$ cat src/rtl/sig_debounce.sv
// Level debouncer: two-flop synchronizer followed by a qualification FSM.
// Emits registered edge pulses and a saturating count of aborted qualifications.
module sig_debounce #(
    parameter int STABLE_CYCLES = 4,
    parameter int CNT_W         = 16
) (
    input  logic       clk,
    input  logic       rst,
    input  logic       sig_in,
    input  logic       clr_cnt,
    output logic       sig_out,
    output logic       rose,
    output logic       fell,
    output logic       steady,
    output logic [7:0] bounce_cnt
);

    typedef enum logic [1:0] {
        LOW     = 2'd0,
        QUAL_HI = 2'd1,
        HIGH    = 2'd2,
        QUAL_LO = 2'd3
    } state_t;

    localparam logic [CNT_W-1:0] CNT_LAST = CNT_W'(STABLE_CYCLES - 1);
    localparam logic [CNT_W-1:0] CNT_ONE  = CNT_W'(1);

    logic             s1;
    logic             s2;
    state_t           state;
    state_t           state_n;
    logic [CNT_W-1:0] cnt;
    logic [CNT_W-1:0] cnt_n;
    logic             out_n;
    logic             rose_n;
    logic             fell_n;
    logic             bounce;
    logic [7:0]       bcnt_n;

    always_ff @(posedge clk) begin
        if (rst) begin
            s1         <= 1'b0;
            s2         <= 1'b0;
            state      <= LOW;
            cnt        <= '0;
            sig_out    <= 1'b0;
            rose       <= 1'b0;
            fell       <= 1'b0;
            bounce_cnt <= 8'd0;
        end else begin
            s1         <= sig_in;
            s2         <= s1;
            state      <= state_n;
            cnt        <= cnt_n;
            sig_out    <= out_n;
            rose       <= rose_n;
            fell       <= fell_n;
            bounce_cnt <= bcnt_n;
        end
    end

    always_comb begin
        state_n = state;
        cnt_n   = cnt;
        out_n   = sig_out;
        rose_n  = 1'b0;
        fell_n  = 1'b0;
        bounce  = 1'b0;
        unique case (state)
            LOW: begin
                if (s2) begin
                    state_n = QUAL_HI;
                    cnt_n   = CNT_ONE;
                end else begin
                    cnt_n = '0;
                end
            end
            QUAL_HI: begin
                if (!s2) begin
                    state_n = LOW;
                    cnt_n   = '0;
                    bounce  = 1'b1;
                end else if (cnt == CNT_LAST) begin
                    state_n = HIGH;
                    cnt_n   = '0;
                    out_n   = 1'b1;
                    rose_n  = 1'b1;
                end else begin
                    cnt_n = cnt + CNT_ONE;
                end
            end
            HIGH: begin
                if (!s2) begin
                    state_n = QUAL_LO;
                    cnt_n   = CNT_ONE;
                end else begin
                    cnt_n = '0;
                end
            end
            QUAL_LO: begin
                if (s2) begin
                    state_n = HIGH;
                    cnt_n   = '0;
                    bounce  = 1'b1;
                end else if (cnt == CNT_LAST) begin
                    state_n = LOW;
                    cnt_n   = '0;
                    out_n   = 1'b0;
                    fell_n  = 1'b1;
                end else begin
                    cnt_n = cnt + CNT_ONE;
                end
            end
            default: begin
                state_n = LOW;
                cnt_n   = '0;
                out_n   = 1'b0;
            end
        endcase
    end

    // Clear takes precedence over a coincident bounce event.
    always_comb begin
        bcnt_n = bounce_cnt;
        if (clr_cnt) begin
            bcnt_n = 8'd0;
        end else if (bounce && bounce_cnt != 8'd255) begin
            bcnt_n = bounce_cnt + 8'd1;
        end
    end

    assign steady = ~(rose | fell);

endmodule
$ cat config.mk
export PLATFORM = sky130hd
export DESIGN_NAME = sig_debounce
export DESIGN_NICKNAME = d
export VERILOG_FILES = /design/src/rtl/sig_debounce.sv
export SDC_FILE = /design/constraint.sdc
export NUM_CORES = 1
export LEC_CHECK = 0
export CORE_UTILIZATION = 35
export CTS_CLUSTER_DIAMETER = 120
export DETAILED_ROUTE_END_ITERATION = 12
export SLEW_MARGIN = 10
export SYNTH_ARGS = -nofsm -noshare
export SYNTH_HDL_FRONTEND = slang
export SYNTH_SLANG_ARGS = --single-unit
export TNS_END_PERCENT = 20
$ cat constraint.sdc
create_clock -name clk -period 3.5 [get_ports clk]
set_clock_uncertainty 0.05 [all_clocks]
set_input_delay 0.7 -clock clk [delete_from_list [all_inputs] [get_ports clk]]
set_output_delay 0.7 -clock clk [all_outputs]
set_load 0.05 [all_outputs]
==> results of run 1 <==
## kinds of logic after synthesis
| logic type | Yosys count | synth area share |
|---|---|---|
| AO/OA/AOI/OAI | 14 | 0.0682 |
| XOR/XNOR | 17 | 0.107 |
| adder cells (fa/ha/maj) | 2 | 0.0170 |
| buffers and inverters | 13 | 0.0409 |
| flip-flops | 31 | 0.423 |
| multiplexers | 3 | 0.0205 |
| AND/OR/NAND/NOR | 79 | 0.324 |
## cells in the final DEF (no fill, tap or decap), drive strengths merged
master and count:
or3 2, nor3b 1, and2 1, xnor2 14, nor3 7, xor2 3
nor4b 3, inv 5, nand2 4, nand2b 1, clkdlybuf4s50 15, mux2i 3
o211a 1, nor2b 2, o311ai 1, nand3 9, nor4 9, clkbuf 8
or2 1, a211oi 1, and2b 1, a21oi 3, o21ai 1, o211ai 2
and4 2, and3 4, o41ai 1, nand4 7, ha 2, a21boi 1
dfxtp 31, a31oi 1, o31ai 1, nor2 25, a31o 1
## registers in the layout, summed over array words and instances (netlist names), named ones only
signal / cells
bounce_cnt: 8
sig_out: 1
cnt: 16
fell: 1
state: 1
s2: 1
s1: 1
rose: 1
## layer usage
| layer | global-route usage | vias to the layer above | share of wire |
|---|---|---|---|
| met5 | 0 | - | 0 |
| met4 | 0.0399 | 0 | 0.0092 |
| met3 | 0.0634 | 4 | 0.041 |
| met2 | 0.261 | 26 | 0.49 |
| met1 | 0.177 | 562 | 0.46 |
| li1 | - | 589 | - |
## through the flow
stage	setup WS (ns)	cells	cell area [µm²]	util	hold WS (ns)
after floorplan	1.56	159	1470	-	0.364
after global placement	1.36	216	1640	0.410	0.370
after detailed placement	1.29	216	1640	0.410	0.382
after CTS	1.15	224	1740	0.435	0.397
after global routing	1.11	224	1740	0.435	0.432
final	1.15	224	1740	0.435	0.393
## synthesized netlist by cell type (all sizes together), types with 2 or more instances
cell    count  share of area
nor4        9          0.055
nand2       4          0.010
buf         7          0.026
or3         2         0.0085
xnor2      14          0.089
nand3       9          0.038
ha          2          0.017
xor2        3          0.018
dfxtp      31           0.42
and3        4          0.017
mux2i       3          0.020
o211ai      2          0.010
nor4b       3          0.018
nor2b       2         0.0085
nor3        7          0.024
a21oi       3          0.010
and4        2          0.012
nand4       7          0.044
inv         5          0.013
nor2       25          0.066
## final cells by class
cell class,count,area [µm²],area share
well taps,50,62.6,0.0360
multi-input cells,115,787,0.453
inverters,5,18.8,0.0108
flip-flops and latches,31,621,0.357
clock buffers,8,100,0.0576
repair buffers,15,150,0.0863
## worst max path at each step
stage	slack, ns	end
floorplan	1.56	steady
global placement	1.36	bounce_cnt[6]
detailed placement	1.29	bounce_cnt[6]
CTS	1.15	bounce_cnt[7]
global route	1.11	bounce_cnt[7]
finish	1.15	bounce_cnt[7]
## power by group
part,internal [mW],switching [mW]
clock network,0.179,0.126
registers,0.356,0.00265
logic,0.00927,0.0120
==> flow_summary.yaml, run 1 <==
outcome:
  outcome: "finished, final reports clean"
place:
  buffer_ports.inserted: 15
  routabilityCongestion: 0.799
  post_dp_hpwl_um: 2090
sta:
  finalMaxSlewViolations: 0
  timing.max_slew.rel_slack: 0.664
  shortest_clock_period_the_worst_path_allows_after_layout_ns: 2.35
  setup-violations-final: 0
  fin_tns_setup_ns: 0
  tightestPinTransition_ns: 0.503
  unrepaired_setup_endpoints_after_global_routing: "false"
  timing.fmax_ghz: 0.426
  timing_hold_violations_final: 0
  tcrit_tclk_final: 0.671
floorplanning:
  core.rowCount: 23
  die-area_um2: 4460
  ios: 16
  floorplan.initialDensity: 0.367
  die_h_um: 66.8
  core_um2: 4000
  die_width_um: 66.8
global_route:
  grt_overflow_total: 0
  grt_usage: 0.154
  largest_net_degree_at_the_start_of_global_routing: 16
  global_route_wire_length_before_repair_um: 5140
  grt_antenna_before_repair: 0
  grt_pass1_vias: 1197
worst_setup_path:
  worst_path_cell_trace: "clkdlybuf4s50_1"
  path_depth: 1
  timing.critical_path.from_type: "flip-flop"
  worstSetupEndpointType: "output port"
  slowest_delay_ns: 0.85
  setup.worst_path.class: "flip-flop to output port"
  r2r_path_start: "state[0]"
  critical_path.startpoint: "bounce_cnt[7]"
  r2r_setup_slack_ns: 1.85
  reg2regPathDepth: 4
  regToRegEndpoint: "sig_out"
  timing.critical_path.fanout_max: 8
  timing.critical_path.max_delay_family: "buffers and inverters"
  critical_path_arrival_ns: 1.60
  timing.critical_path.required_ns: 2.75
  critPathBufInv: 1
  slowest_stage: "sky130_fd_sc_hd__clkdlybuf4s50_1"
routing:
  vias_per_cell: 5.27
  drt_drc_violations_left: 0
  wl_um: 2940
  postRouteAntennaNets: 0
  drtPass1Iterations: 4
  detailroute.via_count: 1181
  wl_per_cell_um: 13.1
  drt_first_iter_violations: 39
yosys:
  syn_area_per_cell_um2: 9.23
  ys_types: 42
  ys_dominant_reg_cell: "sky130_fd_sc_hd__dfxtp_1"
  sequential_element_share_of_the_synthesized_area: 0.423
  mappedNetlistArea_um2: 1470
  synth_edf_count: 0
  synth_nets: 165
  synth_seq_cells: 31
  post_synth_inst_count: 159
  synth-async-reset-ratio: 0
  count_of_synthesis_stage_warnings_from_yosys: 0
worst_hold_path:
  hold_crit_path_type: "flip-flop to flip-flop"
  worstHoldStart: "s1"
  worst_hold_path.num_cells: 1
  min_to: "s2"
clock_tree:
  clock_latency_ns: 0.28
  cts.reportedPaths.clkPinSlew_ns: 0.06
  cts_num_sinks: 31
  cts-resized-gates: 0
  cts.path.max_buffers: 2
  cts-root-buf: "sky130_fd_sc_hd__clkbuf_8"
  htree_levels: 2
  post_cts.repair.setup_buffers: 0
  cts_hold_buf: 0
  tritoncts.num_buffers: 5
  cts_tree: "yes"
power:
  power.total_uw: 685
  p_leak_nw: 0.566
  irDropWorstVdd_uv: 188
  power-per-cell-area_nw_per_um2: 394
final_layout:
  diodes: 0
  nNetsFinal: 179
  share_of_cells_above_drive_strength_1: 0.0977
  nFillCells: 396
  areaGrowthSynthToFinish_pct: 18.5
run:
  drv.max_cap_violation_count: 0
Power figures use the tool's default switching activity.
==> run 2, diff against run 1 <==
==> constraint.sdc (replaced) <==
create_clock -name clk -period 2.21 [get_ports clk]
set_clock_uncertainty 0.05 [all_clocks]
set_input_delay 0.442 -clock clk [delete_from_list [all_inputs] [get_ports clk]]
set_output_delay 0.442 -clock clk [all_outputs]
set_load 0.05 [all_outputs]
==> flow_summary.yaml, run 2 (synthesis gave the netlist of run 1 again) <==
outcome:
  outcome: "finished, final reports clean"
clock_tree:
  cts_tree: "yes"
  tritoncts.num_buffers: 5
  post_cts.repair.setup_buffers: 0
  cts.reportedPaths.clkPinSlew_ns: 0.07
  htree_levels: 2
  cts_num_sinks: 31
  cts.path.max_buffers: 2
  cts_hold_buf: 0
  cts-resized-gates: 0
  clock_latency_ns: 0.28
  cts-root-buf: "sky130_fd_sc_hd__clkbuf_8"
worst_setup_path:
  slowest_delay_ns: 0.87
  slowest_stage: "sky130_fd_sc_hd__clkdlybuf4s50_1"
  regToRegEndpoint: "sig_out"
  worstSetupEndpointType: "output port"
  r2r_path_start: "state[0]"
  r2r_setup_slack_ns: 0.56
  reg2regPathDepth: 4
  timing.critical_path.required_ns: 1.72
  timing.critical_path.from_type: "flip-flop"
  critPathBufInv: 1
  setup.worst_path.class: "flip-flop to output port"
  timing.critical_path.fanout_max: 8
  timing.critical_path.max_delay_family: "buffers and inverters"
  worst_path_cell_trace: "clkdlybuf4s50_1"
  critical_path_arrival_ns: 1.63
global_route:
  grt_antenna_before_repair: 0
  largest_net_degree_at_the_start_of_global_routing: 16
  groute.layer.met2.usage: 0.254
  global_route.usage.met3: 0.0651
  grt_max_usage_layer: "met2"
  grtUsageMet1: 0.182
  global_route_wire_length_before_repair_um: 5090
  grt_overflow_total: 0
  grt_pass1_vias: 1141
  grt_usage: 0.154
routing:
  wl_um: 2970
  drt_first_iter_violations: 59
  postRouteAntennaNets: 0
  vias_per_cell: 5.17
  drt_drc_violations_left: 0
  wl_per_cell_um: 13.2
  detailroute.via_count: 1158
  drtPass1Iterations: 4
worst_hold_path:
  worst_hold_path.num_cells: 1
  min_to: "s2"
  worstHoldStart: "s1"
  hold_crit_path_type: "flip-flop to flip-flop"
power:
  p_leak_nw: 0.572
  irDropWorstVdd_uv: 235
  power-per-cell-area_nw_per_um2: 659
  power.total_mw: 1.15
sta:
  timing_hold_violations_final: 0
  timing.max_slew.rel_slack: 0.661
  timing.final.ws_setup_ns: 0.0859
  tcrit_tclk_final: 0.961
  unrepaired_setup_endpoints_after_global_routing: "false"
  fin_tns_setup_ns: 0
  finalMaxSlewViolations: 0
  shortest_clock_period_the_worst_path_allows_after_layout_ns: 2.12
  tightestPinTransition_ns: 0.507
  timing.fmax_ghz: 0.471
  setup-violations-final: 0
final_layout:
  areaGrowthSynthToFinish_pct: 19.4
  diodes: 0
  layout_top_registers: "cnt (16), bounce_cnt (8)"
  largest_register_ff_count: 16
  nNetsFinal: 179
  layout_common_cells: "31 x sky130_fd_sc_hd__dfxtp_1, 24 x sky130_fd_sc_hd__nor2_1, 15 x sky130_fd_sc_hd__clkdlybuf4s50_1"
  final_common_cell: "sky130_fd_sc_hd__dfxtp_1"
  share_of_cells_above_drive_strength_1: 0.103
  largest_register: "cnt"
floorplanning:
  floorplan.initialDensity: 0.367
  die-area_um2: 4460
  core_um2: 4000
  core.rowCount: 23
  die_width_um: 66.8
  ios: 16
  die_h_um: 66.8
place:
  post_dp_hpwl_um: 2120
  routabilityCongestion: 0.795
  dp_worst_setup_slack_ns: 0.263
  buffer_ports.inserted: 15
run:
  drv.max_cap_violation_count: 0
run 2: cell count changes in the layout (fill, tap and decap cells not counted):
cell                        delta
sky130_fd_sc_hd__clkbuf_8      -2
sky130_fd_sc_hd__bufinv_16     +1
sky130_fd_sc_hd__clkbuf_1      -1
sky130_fd_sc_hd__clkinv_2      +1
sky130_fd_sc_hd__clkinv_4      +1
run 2: through the flow:
stage          hold WS [ns]  utilization  instance area [µm²]  cells
6_report              0.392        0.438                 1750    224
5_1_grt               0.416        0.438                 1750    224
4_1_cts               0.394        0.438                 1750    224
3_5_place_dp          0.376        0.410                 1640    216
3_3_place_gp          0.370        0.410                 1640    216
2_1_floorplan         0.364            -                 1470    159
run 2: final cells by class:
class                           count  area (µm²)
Clock inverter                      3        43.8
Clock buffer                        5        68.8
Timing Repair Buffer               15         150
Multi-Input combinational cell    115         787
Inverter                            5        18.8
Tap cell                           50        62.6
Fill cell                         390        2250
Sequential cell                    31         621
run 2: per-layer routing:
layer  vias up  wire (µm)
met4         0          0
met3         0        112
met1       551       1360
met2        14       1500
li1        593          -
met5         -          0
run 2: where the power goes:
group          switching [mW]  total (mW)  internal (mW)
clock network           0.217       0.553          0.335
logic                  0.0189      0.0336         0.0147
registers             0.00434       0.567          0.563
total                   0.241        1.15          0.913
run 2: worst max path at each step:
stage	from	end	slack (ns)	cells past startpoint
after global placement	rst	bounce_cnt[6]	0.33	3
after floorplan	bounce_cnt[0]	bounce_cnt[1]	0.46	5
after CTS	bounce_cnt[7]	bounce_cnt[7]	0.09	1
after global routing	bounce_cnt[7]	bounce_cnt[7]	0.02	1
after detailed placement	rst	bounce_cnt[6]	0.26	3
final	bounce_cnt[7]	bounce_cnt[7]	0.09	1
==> run 3, diff against run 2 <==
--- a/config.mk
+++ b/config.mk
@@ -8,6 +8,7 @@
 export CORE_UTILIZATION = 35
 export CTS_CLUSTER_DIAMETER = 120
 export DETAILED_ROUTE_END_ITERATION = 12
+export RECOVER_POWER = 25
 export SLEW_MARGIN = 10
 export SYNTH_ARGS = -nofsm -noshare
 export SYNTH_HDL_FRONTEND = slang
==> flow_summary.yaml, run 3 (synthesis gave the netlist of run 1 again) <==
place:
  dp_worst_setup_slack_ns: 0.263
  placed_cell_area_um2: 1640
  buffer_ports.inserted: 15
  routabilityCongestion: 0.795
  post_dp_hpwl_um: 2120
sta:
  holdWs_ns: 0.392
  setup-violations-final: 0
  tightestPinTransition_ns: 0.693
  shortest_clock_period_the_worst_path_allows_after_layout_ns: 2.12
  fin_tns_setup_ns: 0
  timing_hold_violations_final: 0
  timing.fmax_ghz: 0.472
  finalMaxSlewViolations: 0
  timing.max_slew.rel_slack: 0.534
  unrepaired_setup_endpoints_after_global_routing: "false"
  tcrit_tclk_final: 0.958
  timing.final.ws_setup_ns: 0.0926
final_layout:
  largest_register_ff_count: 16
  largest_register: "cnt"
  multi_input_area_um2: 779
  layout_top_registers: "cnt (16), bounce_cnt (8)"
  final_cell_area_um2: 1740
  nNetsFinal: 179
  areaGrowthSynthToFinish_pct: 18.8
  layout.area.seq_um2: 621
  final_common_cell: "sky130_fd_sc_hd__dfxtp_1"
  nFillCells: 392
  share_of_cells_above_drive_strength_1: 0.0977
  layout_common_cells: "31 x sky130_fd_sc_hd__dfxtp_1, 24 x sky130_fd_sc_hd__nor2_1, 14 x sky130_fd_sc_hd__xnor2_1, 14 x sky130_fd_sc_hd__clkdlybuf4s50_1"
  diodes: 0
worst_setup_path:
  worst_path_cell_trace: "clkdlybuf4s50_1"
  critPathBufInv: 1
  critical_path_arrival_ns: 1.63
  setup.worst_path.class: "flip-flop to output port"
  slowest_delay_ns: 0.86
  reg2regPathDepth: 4
  slowest_stage: "sky130_fd_sc_hd__clkdlybuf4s50_1"
  timing.critical_path.max_delay_family: "buffers and inverters"
  path_depth: 1
  worstSetupEndpointType: "output port"
  timing.critical_path.from_type: "flip-flop"
  timing.critical_path.fanout_max: 8
  timing.critical_path.required_ns: 1.72
clock_tree:
  cts.reportedPaths.clkPinSlew_ns: 0.07
  clock_latency_ns: 0.28
  cts_tree: "yes"
  cts.path.max_buffers: 2
  cts_num_sinks: 31
  tritoncts.num_buffers: 5
  cts-root-buf: "sky130_fd_sc_hd__clkbuf_8"
  post_cts.repair.setup_buffers: 0
  htree_levels: 2
  cts_hold_buf: 0
  cts-resized-gates: 0
global_route:
  grt_usage: 0.154
  grt_antenna_before_repair: 0
  grt_pass1_vias: 1141
  largest_net_degree_at_the_start_of_global_routing: 16
  global_route_wire_length_before_repair_um: 5090
  grt_overflow_total: 0
run:
  drv.max_cap_violation_count: 0
floorplanning:
  core_um2: 4000
  die_h_um: 66.8
  die_width_um: 66.8
  floorplan.initialDensity: 0.367
  die-area_um2: 4460
  core.rowCount: 23
  ios: 16
power:
  p_leak_nw: 0.571
  power.net_switching_uw: 240
  internal_power_uw: 912
  p_clk_frac: 0.479
  power_switching_share: 0.208
  seq_power_share: 0.492
  irDropWorstVdd_uv: 234
  pwr-share-comb: 0.028
  power-per-cell-area_nw_per_um2: 661
  power.total_mw: 1.15
worst_hold_path:
  worst_hold_path.num_cells: 1
  hold_crit_path_type: "flip-flop to flip-flop"
routing:
  drtPass1Iterations: 4
  wl_um: 2980
  vias_per_cell: 5.16
  postRouteAntennaNets: 0
  detailroute.via_count: 1156
  drt_first_iter_violations: 62
  drt_drc_violations_left: 0
  wl_per_cell_um: 13.3
outcome:
  outcome: "finished, final reports clean"
run 3: cell type report:
cell class	instances	area share
multi-input cells	115	0.447
flip-flops and latches	31	0.356
repair buffers	15	0.0861
clock buffers	5	0.0395
well taps	50	0.0359
clock inverters	3	0.0251
inverters	5	0.0108
run 3: through the flow:
step / util / instances
after CTS: 0.438 / 224
after detailed placement: 0.410 / 216
after global routing: 0.436 / 224
after global placement: 0.410 / 216
after floorplan: - / 159
final: 0.436 / 224
run 3: worst paths after layout:
| path | start | to | slack, ns |
|---|---|---|---|
| setup / recovery | bounce_cnt[7] | bounce_cnt[7] | 0.09 |
| hold / removal | s1 | s2 | 0.39 |
| hold reg to reg | s1 | s2 | 0.39 |
| setup reg to reg | s2 | bounce_cnt[5] | 0.39 |
run 3: metal layers:
layer / routed length, µm / vias to the layer above / global-route usage
li1: - / 591 / -
met1: 1370 / 551 / 0.182
met2: 1500 / 14 / 0.254
met3: 112 / 0 / 0.0651
met4: 0 / 0 / 0.0372
met5: 0 / - / 0
run 3: power by group through the flow:
stage          logic (mW)  clock network, mW  registers, mW
2_1_floorplan      0.0168                  0          0.585
3_3_place_gp       0.0329                  0          0.580
3_5_place_dp       0.0336                  0          0.580
4_1_cts            0.0337              0.570          0.567
5_1_grt            0.0359              0.601          0.568
6_report           0.0328              0.552          0.567
